**src/rtl/cdb_broadcaster.sv**
```systemverilog
// Common data bus driver: round-robin pick of one completed result per cycle,
// broadcast on registered primary and lo (HI/LO pair) channels for one cycle.
module cdb_broadcaster #(
  parameter int N_SRC  = 4,
  parameter int ID_W   = 32,
  parameter int DATA_W = 32
) (
  input  logic                    clk,
  input  logic                    rst,
  input  logic                    flush,
  input  logic [N_SRC-1:0]        src_valid,
  output logic [N_SRC-1:0]        src_ready,
  input  logic [N_SRC*ID_W-1:0]   src_ref_id,
  input  logic [N_SRC*DATA_W-1:0] src_data,
  input  logic [N_SRC-1:0]        src_lo_en,
  input  logic [N_SRC*ID_W-1:0]   src_lo_ref_id,
  input  logic [N_SRC*DATA_W-1:0] src_lo_data,
  output logic                    bus_en,
  output logic [ID_W-1:0]         bus_ref_id,
  output logic [DATA_W-1:0]       bus_data,
  output logic                    bus_lo_en,
  output logic [ID_W-1:0]         bus_lo_ref_id,
  output logic [DATA_W-1:0]       bus_lo_data
);

  localparam int PTR_W = (N_SRC > 1) ? $clog2(N_SRC) : 1;

  logic [PTR_W-1:0]  rr_ptr_reg;
  logic [PTR_W-1:0]  rr_ptr_next;
  logic              grant_any;
  logic [PTR_W-1:0]  grant_idx;
  int                scan_idx;
  logic [ID_W-1:0]   grant_id;
  logic [DATA_W-1:0] grant_data;
  logic              grant_lo;
  logic [ID_W-1:0]   grant_lo_id;
  logic [DATA_W-1:0] grant_lo_data;

  // First valid source at or after the pointer, wrapping modulo N_SRC.
  always_comb begin
    grant_any = 1'b0;
    grant_idx = '0;
    scan_idx  = 0;
    for (int off = 0; off < N_SRC; off++) begin
      scan_idx = int'(rr_ptr_reg) + off;
      if (scan_idx >= N_SRC) scan_idx = scan_idx - N_SRC;
      if (!grant_any && src_valid[scan_idx]) begin
        grant_any = 1'b1;
        grant_idx = PTR_W'(scan_idx);
      end
    end
    if (rst || flush) grant_any = 1'b0;
  end

  for (genvar gi = 0; gi < N_SRC; gi++) begin : g_ready
    assign src_ready[gi] = grant_any && (grant_idx == PTR_W'(gi));
  end

  always_comb begin
    grant_id      = src_ref_id[grant_idx*ID_W +: ID_W];
    grant_data    = src_data[grant_idx*DATA_W +: DATA_W];
    grant_lo      = src_lo_en[grant_idx];
    grant_lo_id   = src_lo_ref_id[grant_idx*ID_W +: ID_W];
    grant_lo_data = src_lo_data[grant_idx*DATA_W +: DATA_W];
  end

  always_comb begin
    rr_ptr_next = rr_ptr_reg;
    if (grant_any) begin
      if (grant_idx == PTR_W'(N_SRC - 1)) rr_ptr_next = '0;
      else rr_ptr_next = grant_idx + 1'b1;
    end
  end

  // Bus fields are zeroed whenever nothing is captured, so enables last one cycle.
  always_ff @(posedge clk) begin
    if (rst) begin
      rr_ptr_reg    <= '0;
      bus_en        <= 1'b0;
      bus_ref_id    <= '0;
      bus_data      <= '0;
      bus_lo_en     <= 1'b0;
      bus_lo_ref_id <= '0;
      bus_lo_data   <= '0;
    end else begin
      rr_ptr_reg    <= rr_ptr_next;
      bus_en        <= grant_any;
      bus_ref_id    <= grant_any ? grant_id : '0;
      bus_data      <= grant_any ? grant_data : '0;
      bus_lo_en     <= grant_any && grant_lo;
      bus_lo_ref_id <= (grant_any && grant_lo) ? grant_lo_id : '0;
      bus_lo_data   <= (grant_any && grant_lo) ? grant_lo_data : '0;
    end
  end

endmodule

```
**config.mk**
```make
export PLATFORM = sky130hd
export DESIGN_NAME = cdb_broadcaster
export DESIGN_NICKNAME = d
export VERILOG_FILES = /design/src/rtl/cdb_broadcaster.sv
export SDC_FILE = /design/constraint.sdc
export NUM_CORES = 1
export LEC_CHECK = 0
export ABC_AREA = 1
export CELL_PAD_IN_SITES_DETAIL_PLACEMENT = 0
export CELL_PAD_IN_SITES_GLOBAL_PLACEMENT = 1
export CORE_AREA = 2 2 259 261
export CTS_BUF_LIST = sky130_fd_sc_hd__clkbuf_4
export DETAILED_ROUTE_END_ITERATION = 8
export DIE_AREA = 0 0 261 263
export PLACE_DENSITY_LB_ADDON = 0.1
export SLEW_MARGIN = 40
export SYNTH_ARGS = -nofsm -noshare
export SYNTH_HDL_FRONTEND = slang
export SYNTH_SLANG_ARGS = --single-unit
```
**constraint.sdc**
```tcl
create_clock -name clk -period 4.9 [get_ports clk]
set_input_delay 0.735 -clock clk [delete_from_list [all_inputs] [get_ports clk]]
set_output_delay 0.735 -clock clk [all_outputs]
set_load 0.005 [all_outputs]
```
## After elaboration in Yosys (flattened, before gate mapping)

Cells that the tools add are included.

- $add $sub $neg: 8
- $lt $le $gt $ge: 9
- Eq/ne operators: 3
- Shifts and indexed selects: 4
- Multiplexer cells: 28
- Bitwise logic cells: 2
- Reduce and logical (&&, ||, !) cells: 15

Operators with widths:

| operator | number |
|---|---|
| indexed part select 128 x 8 -> 32 bit | 4 |
| < comparator 32 x 4 -> 1 bit, second input constant | 4 |
| 2-to-1 mux 32 bit | 4 |
| 2-to-1 mux 1 bit | 14 |
| subtractor 3 x 3 -> 4 bit, second input constant | 3 |
| binary-select mux 1 bit (select 2 bit) | 5 |
| 2-to-1 mux 2 bit | 5 |
| >= comparator 3 bit, second input constant | 3 |
| logical AND 1 bit | 8 |
| adder 2 x 2 -> 3 bit, second input constant | 2 |
| equality test 2 bit, second input constant | 2 |
| OR reduction 2 bit | 2 |
| subtractor 2 x 3 -> 4 bit, second input constant | 1 |
| adder 2 x 1 -> 3 bit, second input constant | 1 |
| >= comparator 2 x 3 -> 1 bit, second input constant | 1 |
| zero test 1 bit | 3 |
| < comparator 2 x 3 -> 1 bit, second input constant | 1 |
| adder 2 x 1 -> 2 bit, second input constant | 1 |
| equality test 2 x 1 -> 1 bit, second input constant | 1 |
| zero test 2 bit | 1 |
| NOT 1 bit | 2 |
| logical OR 1 bit | 1 |

- Flip-flop bits (word level): 132
- Logic and storage cells: 76

## Logic depth before layout (Yosys ltp)

Gate-level depths: netlist (run 1).

- Depth after elaboration: 20
- Gate-level depth with buffers: 16

## Worst setup path after synthesis (run 1)

OpenSTA, ideal clock, no wires.

- Path kind: input port to output port
- From: input src_valid[3]
- To: output src_ready[0]
- Arrival: 2.073 ns
- Setup slack: 2.092 ns
- Stages: 12
- Path through: inv_1 nand2_1 nand3_1 nand2_2 nor2_4 nand3_2 nand3_4 buf_4 buf_2 ha_1 inv_1 nor2_1

- Longest elaborated chain between the ends: 15

RTL lines:

| what | RTL line | text |
|---|---|---|
| start, declared | 11 | `input logic [N_SRC-1:0] src_valid,` |
| binary-select mux 1 bit (select 2 bit) | 47 | `if (!grant_any && src_valid[scan_idx]) begin` |
| 2-to-1 mux 1 bit (implied by the code) (2 in a row) | 47 |  |
| 2-to-1 mux 1 bit | 47 |  |
| zero test 1 bit | 47 |  |
| logical AND 1 bit | 47 |  |
| 2-to-1 mux 1 bit | 47 |  |
| zero test 1 bit | 47 |  |
| logical AND 1 bit | 47 |  |
| 2-to-1 mux 1 bit | 47 |  |
| zero test 1 bit | 47 |  |
| logical AND 1 bit | 47 |  |
| 2-to-1 mux 1 bit or 2-to-1 mux 2 bit (tied branches) | 47 |  |
| 2-to-1 mux 1 bit or zero test 2 bit (tied branches) | 52, 56 |  |
| logical AND 1 bit (*) | 56 | `assign src_ready[gi] = grant_any && (grant_idx == PTR_W'(gi));` |
| end, declared | 12 | `output logic [N_SRC-1:0] src_ready,` |

Every way passes the cells marked *; elsewhere a longest branch is shown, timed or not. The select of a mux whose other input is x is not followed.

## Final worst setup path (run 1)

- From: register rr_ptr_reg[0]
- To: output src_ready[3]

- Longest elaborated chain between the ends: 17

RTL lines:

| what | RTL line | text |
|---|---|---|
| start, declared | 28 | `logic [PTR_W-1:0] rr_ptr_reg;` |
| start signal, assigned | 86 | `rr_ptr_reg <= rr_ptr_next;` |
| parallel branches: the longest is 16 deep, another holds subtractor 3 x 3 -> 4 bit | -- |  |
| logical AND 1 bit (*) | 56 |  |

Every way passes the cells marked *. The select of a mux whose other input is x is not followed.

==> out/metrics.csv, run 1 <==
metric,value,unit
status,"complete, no violations",
"Critical Path, Cell by Cell",inv_2 -> nand2_1 -> nand2_2 -> nand2_1 -> nand2_1 -> nor2_4 -> nand3_1 -> nand3_1 -> nand2_8 -> inv_4 -> ha_1 -> inv_1 -> nor2_1 -> clkdlybuf4s50_1,
syn nets,2357,
post-DP HPWL,44300,um
Final Util,26.8,%
max cap viols,0,
fraction of registers with async set/reset,0,%
crit start category,flip-flop,
clock skew,0.0255,ns
simple-gate portion of the synthesized area,45.3,%
most frequent cell after synthesis,nand2_1,
Synth area leaders,"dfxtp_1 (26%), nand2_1 (23%), inv_1 (17%)",
DRT iter0 DRCs,484,
die area,68600,um^2
Tcrit/Tclk final,88.7,%
initial core utilization,15.5,%
syn avg cell area,5.55,um^2
Hold Path Stages,2,
"flops & latches, synth",132,
unrepaired setup endpoints after global routing,false,
Crit Reg-Reg Startpoint,rr_ptr_reg[0]$_SDFFE_PP0P_,
main combinational cell family by area after synthesis,simple AND/OR/NAND/NOR gates,
Worst Max-Slew Pin Slew,0.775,ns
endpoint class of the critical path,primary output,
TritonCTS clock tree,built,
post-synthesis xor/xnor area fraction,0,%
Final Hold Viols,0,
chip width,261,um
Slew Limit Fails,0,
"Largest stage delay, worst path",0.66,ns
"EDFF count, synth",0,
Reg2Reg Depth,16,
Post-synth top flop,dfxtp_1,
grt total ovfl,0,
clk sinks,132,
Sequential Power Share,21.0,%
post-CTS resize count,0,
CP Class,reg -> out,
Crit-path slowest cell,dfxtp_1,
post-synth top area share,26.0,%
fmax,230,MHz
setup bufs post-CTS,0,
number of global-route vias before repair,13400,
Worst slew margin,48.4,%
via count,13100,
"Req. time, crit path",4.16,ns
Tot GR Track Use,16.7,%
Tot Pwr,6.45,mW
register area share after synthesis,26.0,%
mux contribution to synthesized area,0,%
design area,17600,um^2
CP startpoint,rr_ptr_reg[0]$_SDFFE_PP0P_,
Placer Congestion,0.805,
Compound-Gate Fraction of Synth Area,3.38,%
first-pass GRT wire length,85100,um
Critical path buffers and inverters,4,
Routed Antenna Nets,0,
layout cell share with drive strength beyond 1,4.68,%
Post-Place Cells,3244,
leakage power,8.96,nW
Net Sw Power,3.24,mW
Critical Path Stages,14,
Post-Syn Instances,1830,
Pre-Repair DR Iteration Count,5,
final worst slack,0.552,ns
clock power share,11.6,%
non-filler cells in the finished layout,3284,
Comb pwr share,67.3,%
HP Start,rst,
Max VDD drop,0.000382,V
WHS,0.641,ns
yosys warns,0,
Nets,2926,
Rows,94,
Layout area overhead,73.5,%
initial antenna violation count,23,
Crit path max-delay family,simple AND/OR/NAND/NOR gates,
clock buffer depth,2,
CP max FO,38,
port bufs,656,
HP Class,in -> reg,
Synth area leader,dfxtp_1,
WL/cell,17.8,um
Adder-Cell Fraction of Synth Area,0.493,%
Yosys cell types,22,
DR vias/cell,3.98,
H-tree levels,4,
CTS Hold Bufs,0,
Clock Latency Late Sink,0.72,ns
DR DRC count,0,
# setup viols final,0,
IO Pins,657,
die height,263,um
Worst EP arrival,3.61,ns
Power Internal,3.22,mW
CTS buffer count,17,
post-place setup slack,0.733,ns
CP dominant cell by count,nand2_1,
switching share of total power,50.1,%
Pwr Density,366,nW/um^2
root buf cell,clkbuf_4,
post-layout min period,4.35,ns
Synth top cells by count,"nand2_1 (614), inv_1 (467), nand3_1 (201)",
setup_tns,0,ns
clk slew on worst S/H paths,0.12,ns
placed instance area,17400,um^2
mapped cell area,10200,um^2
core area,65600,um^2
largest net degree at the start of global routing,125,
final WL,58300,um
==> layout by cell type, fill, tap and decap left out, types with 2 or more instances in the layout <==
cell | synthesis | routed
nand2_1 | 614 | 613
nor2_1 | 22 | 22
nand4_1 | 130 | 130
dfxtp_1 | 132 | 132
inv_2 | 6 | 4
buf_6 | 9 | 3
a21oi_1 | 65 | 65
buf_16 | 0 | 2
clkinv_1 | 0 | 6
o21ai_0 | 2 | 2
nand2_2 | 6 | 4
ha_1 | 4 | 4
nor2_2 | 49 | 49
inv_1 | 467 | 467
clkbuf_4 | 0 | 19
buf_12 | 0 | 4
buf_4 | 16 | 12
clkinv_4 | 0 | 2
nand2_4 | 0 | 2
inv_4 | 0 | 2
nand3_4 | 1 | 3
nand3_1 | 201 | 201
diode_2 | 0 | 8
clkdlybuf4s50_1 | 0 | 656
clkinv_2 | 0 | 3
==> path summary, 6_finish.rpt <==
path | endpoint | slack, ns
setup reg to reg | bus_lo_ref_id[19]$_SDFF_PP0_ | 1.26
hold reg to reg | rr_ptr_reg[1]$_SDFFE_PP0P_ | 0.66
setup / recovery | src_ready[3] | 0.55
hold / removal | rr_ptr_reg[1]$_SDFFE_PP0P_ | 0.64
==> final cells by class <==
type                    instances  area (um^2)
multi-input cells            1098         5030
clock inverters                13         92.6
well taps                     864         1080
fillers                      7525        48000
diodes                          8         20.0
inverters                     473         1780
repair buffers                677         6830
flip-flops and latches        132         2640
clock buffers                  19          143
==> power by group through the flow <==
stage | sequential, mW | clock [mW] | combinational [mW]
floorplan | 1.40 | 0 | 2.69
global placement | 1.38 | 0 | 4.45
detailed placement | 1.39 | 0 | 4.50
CTS | 1.36 | 0.826 | 4.51
global route | 1.38 | 0.856 | 4.95
finish | 1.36 | 0.749 | 4.35
==> logic make-up after synthesis <==
group                    Yosys count
AND/OR/NAND/NOR                 1026
flip-flops                       132
adder cells (fa/ha/maj)            4
buffers and inverters            600
AO/OA/AOI/OAI                     68
==> per-layer routing <==
metal	routed length (um)	share of wire (%)	track usage, %	vias up
li1	-	-	-	6605
met1	23200	40	18.6	5978
met2	28700	49	29.2	401
met3	5360	9.2	6.94	62
met4	890	1.5	4.16	28
met5	174	0.30	0	-
No activity file was read; power rests on OpenSTA's default activity.
==> run 2: changes to the inputs <==
--- a/config.mk
+++ b/config.mk
@@ -17,3 +17,4 @@
 export SYNTH_ARGS = -nofsm -noshare
 export SYNTH_HDL_FRONTEND = slang
 export SYNTH_SLANG_ARGS = --single-unit
+export TNS_END_PERCENT = 1
==> results of run 2 <==
Final layout, timing and power as in run 1 (identical DEF).
==> run 3: changes to the inputs <==
--- a/config.mk
+++ b/config.mk
@@ -8,10 +8,10 @@
 export ABC_AREA = 1
 export CELL_PAD_IN_SITES_DETAIL_PLACEMENT = 0
 export CELL_PAD_IN_SITES_GLOBAL_PLACEMENT = 1
-export CORE_AREA = 2 2 259 261
+export CORE_AREA = 2 2 258 260
 export CTS_BUF_LIST = sky130_fd_sc_hd__clkbuf_4
 export DETAILED_ROUTE_END_ITERATION = 8
-export DIE_AREA = 0 0 261 263
+export DIE_AREA = 0 0 260 262
 export PLACE_DENSITY_LB_ADDON = 0.1
 export SLEW_MARGIN = 40
 export SYNTH_ARGS = -nofsm -noshare
==> constraint.sdc (replaced) <==
create_clock -name clk -period 3.6 [get_ports clk]
set_input_delay 0.54 -clock clk [delete_from_list [all_inputs] [get_ports clk]]
set_output_delay 0.54 -clock clk [all_outputs]
set_load 0.005 [all_outputs]
==> run 3 against run 2 <==
  * Clock-buffer cell count grew 2
  * Clock power grew 40%
  * Register-to-register slack got worse by 0.42 ns
  * Global-route usage rose by 0.14 points
  * Die area shrank 0.76%
  * Total power is 37% higher
  * Largest cell class unchanged
  * First-iteration DRC count is 11% lower
  * Via count decreased by 0.70%
  * Sequential cell count did not move
  * Hold slack lost 0.21 ns
  * Non-clock buffer count shrank 1
  * Core utilization up 0.23 points
==> out/metrics.csv, run 3 (synthesized netlist as in run 1, its figures left out) <==
metric,value,unit,change
Worst slew margin,37.9,%,was 48.4%
post-CTS resize count,8,,was 0
IO Pins,657,,unchanged
core area,65300,um^2,"was 65,600 um^2"
layout cell share with drive strength beyond 1,4.94,%,was 4.68%
CTS buffer count,17,,unchanged
grt total ovfl,0,,unchanged
Worst Max-Slew Pin Slew,0.931,ns,was 0.775 ns
clock skew,0.0209,ns,was 0.0255 ns
Tcrit/Tclk final,90.1,%,
Hold Path Stages,2,,unchanged
Slew Limit Fails,0,,unchanged
CP max FO,8,,was 38
die height,262,um,was 263 um
clock buffer depth,2,,unchanged
max cap viols,0,,unchanged
WL/cell,17.9,um,was 17.8 um
die area,68100,um^2,"was 68,600 um^2"
Nets,2925,,"was 2,926"
first-pass GRT wire length,84500,um,"was 85,100 um"
Tot GR Track Use,16.9,%,was 16.7%
DR vias/cell,3.95,,was 3.98
setup_tns,0,ns,unchanged
chip width,260,um,was 261 um
Worst EP arrival,2.70,ns,was 3.61 ns
Final Hold Viols,0,,unchanged
HP Class,in -> reg,,unchanged
"Req. time, crit path",3.06,ns,was 4.16 ns
DR DRC count,0,,unchanged
Reg2Reg Depth,14,,was 16
initial antenna violation count,27,,was 23
CTS Hold Bufs,0,,unchanged
port bufs,656,,unchanged
crit start category,flip-flop,,unchanged
status,"complete, no violations",,unchanged
post-layout min period,3.24,ns,
final WL,58900,um,"was 58,300 um"
Layout area overhead,74.0,%,was 73.5%
Pwr Density,499,nW/um^2,was 366 nW/um^2
unrepaired setup endpoints after global routing,false,,unchanged
post-DP HPWL,43800,um,"was 44,300 um"
# setup viols final,0,,unchanged
root buf cell,clkbuf_4,,unchanged
non-filler cells in the finished layout,3287,,"was 3,284"
leakage power,8.99,nW,was 8.96 nW
Max VDD drop,0.000426,V,was 0.000382 V
CP Class,reg -> out,,unchanged
endpoint class of the critical path,primary output,,unchanged
largest net degree at the start of global routing,131,,was 125
initial core utilization,15.6,%,was 15.5%
most frequent cells in the layout,"clkdlybuf4s50_1 (652), nand2_1 (613), inv_1 (467)",,"was clkdlybuf4s50_1 (656), nand2_1 (613), inv_1 (467)"
Post-Place Cells,3243,,"was 3,244"
DRT iter0 DRCs,432,,was 484
Rows,94,,unchanged
Pre-Repair DR Iteration Count,5,,unchanged
TritonCTS clock tree,built,,unchanged
Placer Congestion,0.841,,was 0.805
H-tree levels,4,,unchanged
clk sinks,132,,unchanged
via count,13000,,"was 13,100"
number of global-route vias before repair,13100,,"was 13,400"
setup bufs post-CTS,0,,unchanged
clk slew on worst S/H paths,0.12,ns,about the same
Clock Latency Late Sink,0.71,ns,was 0.72 ns
"most common cell after layout, fill and taps aside",clkdlybuf4s50_1,,unchanged
fmax,308,MHz,
Routed Antenna Nets,0,,unchanged
fillcell total,7471,,"was 7,525"
## run 3: cell types whose count changed in the layout (fill, tap and decap cells not counted), sizes merged
cell	previous run	this run
clkinv	11	6
clkbuf	19	21
buf	21	20
clkinvlp	1	4
diode	8	12
dlygate4sd2	0	4
clkdlybuf4s50	656	652
## run 3: worst max-delay path: stages, from the launching register on
cell,delay (ns)
dfxtp_4,0.40
buf_4,0.16
nand2_2,0.06
nand2_2,0.08
nand2_1,0.09
nand2_1,0.10
nor2_4,0.15
nand3_1,0.10
nand3_2,0.12
nand2_8,0.09
inv_6,0.07
ha_1,0.14
inv_1,0.04
nor2_1,0.10
dlygate4sd2_1,0.30
## run 3: power by group
part | internal [mW] | switching [mW]
logic | 2.31 | 3.62
registers | 1.76 | 0.0939
clock network | 0.361 | 0.688
## run 3: cell type report
type / instances / area (um^2) / area share, %
diodes: 12 / 30.0 / 0.170
clock buffers: 21 / 158 / 0.892
clock inverters: 11 / 87.6 / 0.496
inverters: 473 / 1780 / 10.1
multi-input cells: 1098 / 5040 / 28.5
flip-flops and latches: 132 / 2650 / 15.0
well taps: 864 / 1080 / 6.12
repair buffers: 676 / 6840 / 38.7
## run 3: stage by stage
| stage | setup slack, ns | instance area (um^2) | util (%) | hold slack, ns | power [mW] |
|---|---|---|---|---|---|
| 2_1_floorplan | 1.18 | 10200 | - | 0.521 | 5.57 |
| 3_3_place_gp | 0.184 | 17400 | 26.6 | 0.610 | 8.02 |
| 3_5_place_dp | 0.259 | 17400 | 26.6 | 0.598 | 8.02 |
| 4_1_cts | 0.192 | 17600 | 27.0 | 0.275 | 9.16 |
| 5_1_grt | 0.0437 | 17700 | 27.1 | 0.330 | 9.78 |
| 6_report | 0.357 | 17700 | 27.1 | 0.428 | 8.83 |
## run 3: worst paths after layout
path / startpoint / to / slack [ns]
worst max-delay path: rr_ptr_reg[0]$_SDFFE_PP0P_ / src_ready[3] / 0.36
worst min-delay path: rst / rr_ptr_reg[1]$_SDFFE_PP0P_ / 0.43
worst max register to register: rr_ptr_reg[0]$_SDFFE_PP0P_ / bus_ref_id[24]$_SDFF_PP0_ / 0.84
worst min register to register: rr_ptr_reg[1]$_SDFFE_PP0P_ / rr_ptr_reg[1]$_SDFFE_PP0P_ / 0.63
## run 3: routing by layer
metal	global-route usage [%]	vias to the layer above	part of all wire (%)
met1	18.3	5863	39
met4	4.87	30	1.7
met2	29.9	412	50
li1	-	6609	-
met5	0	-	0.34
met3	7.11	68	8.9
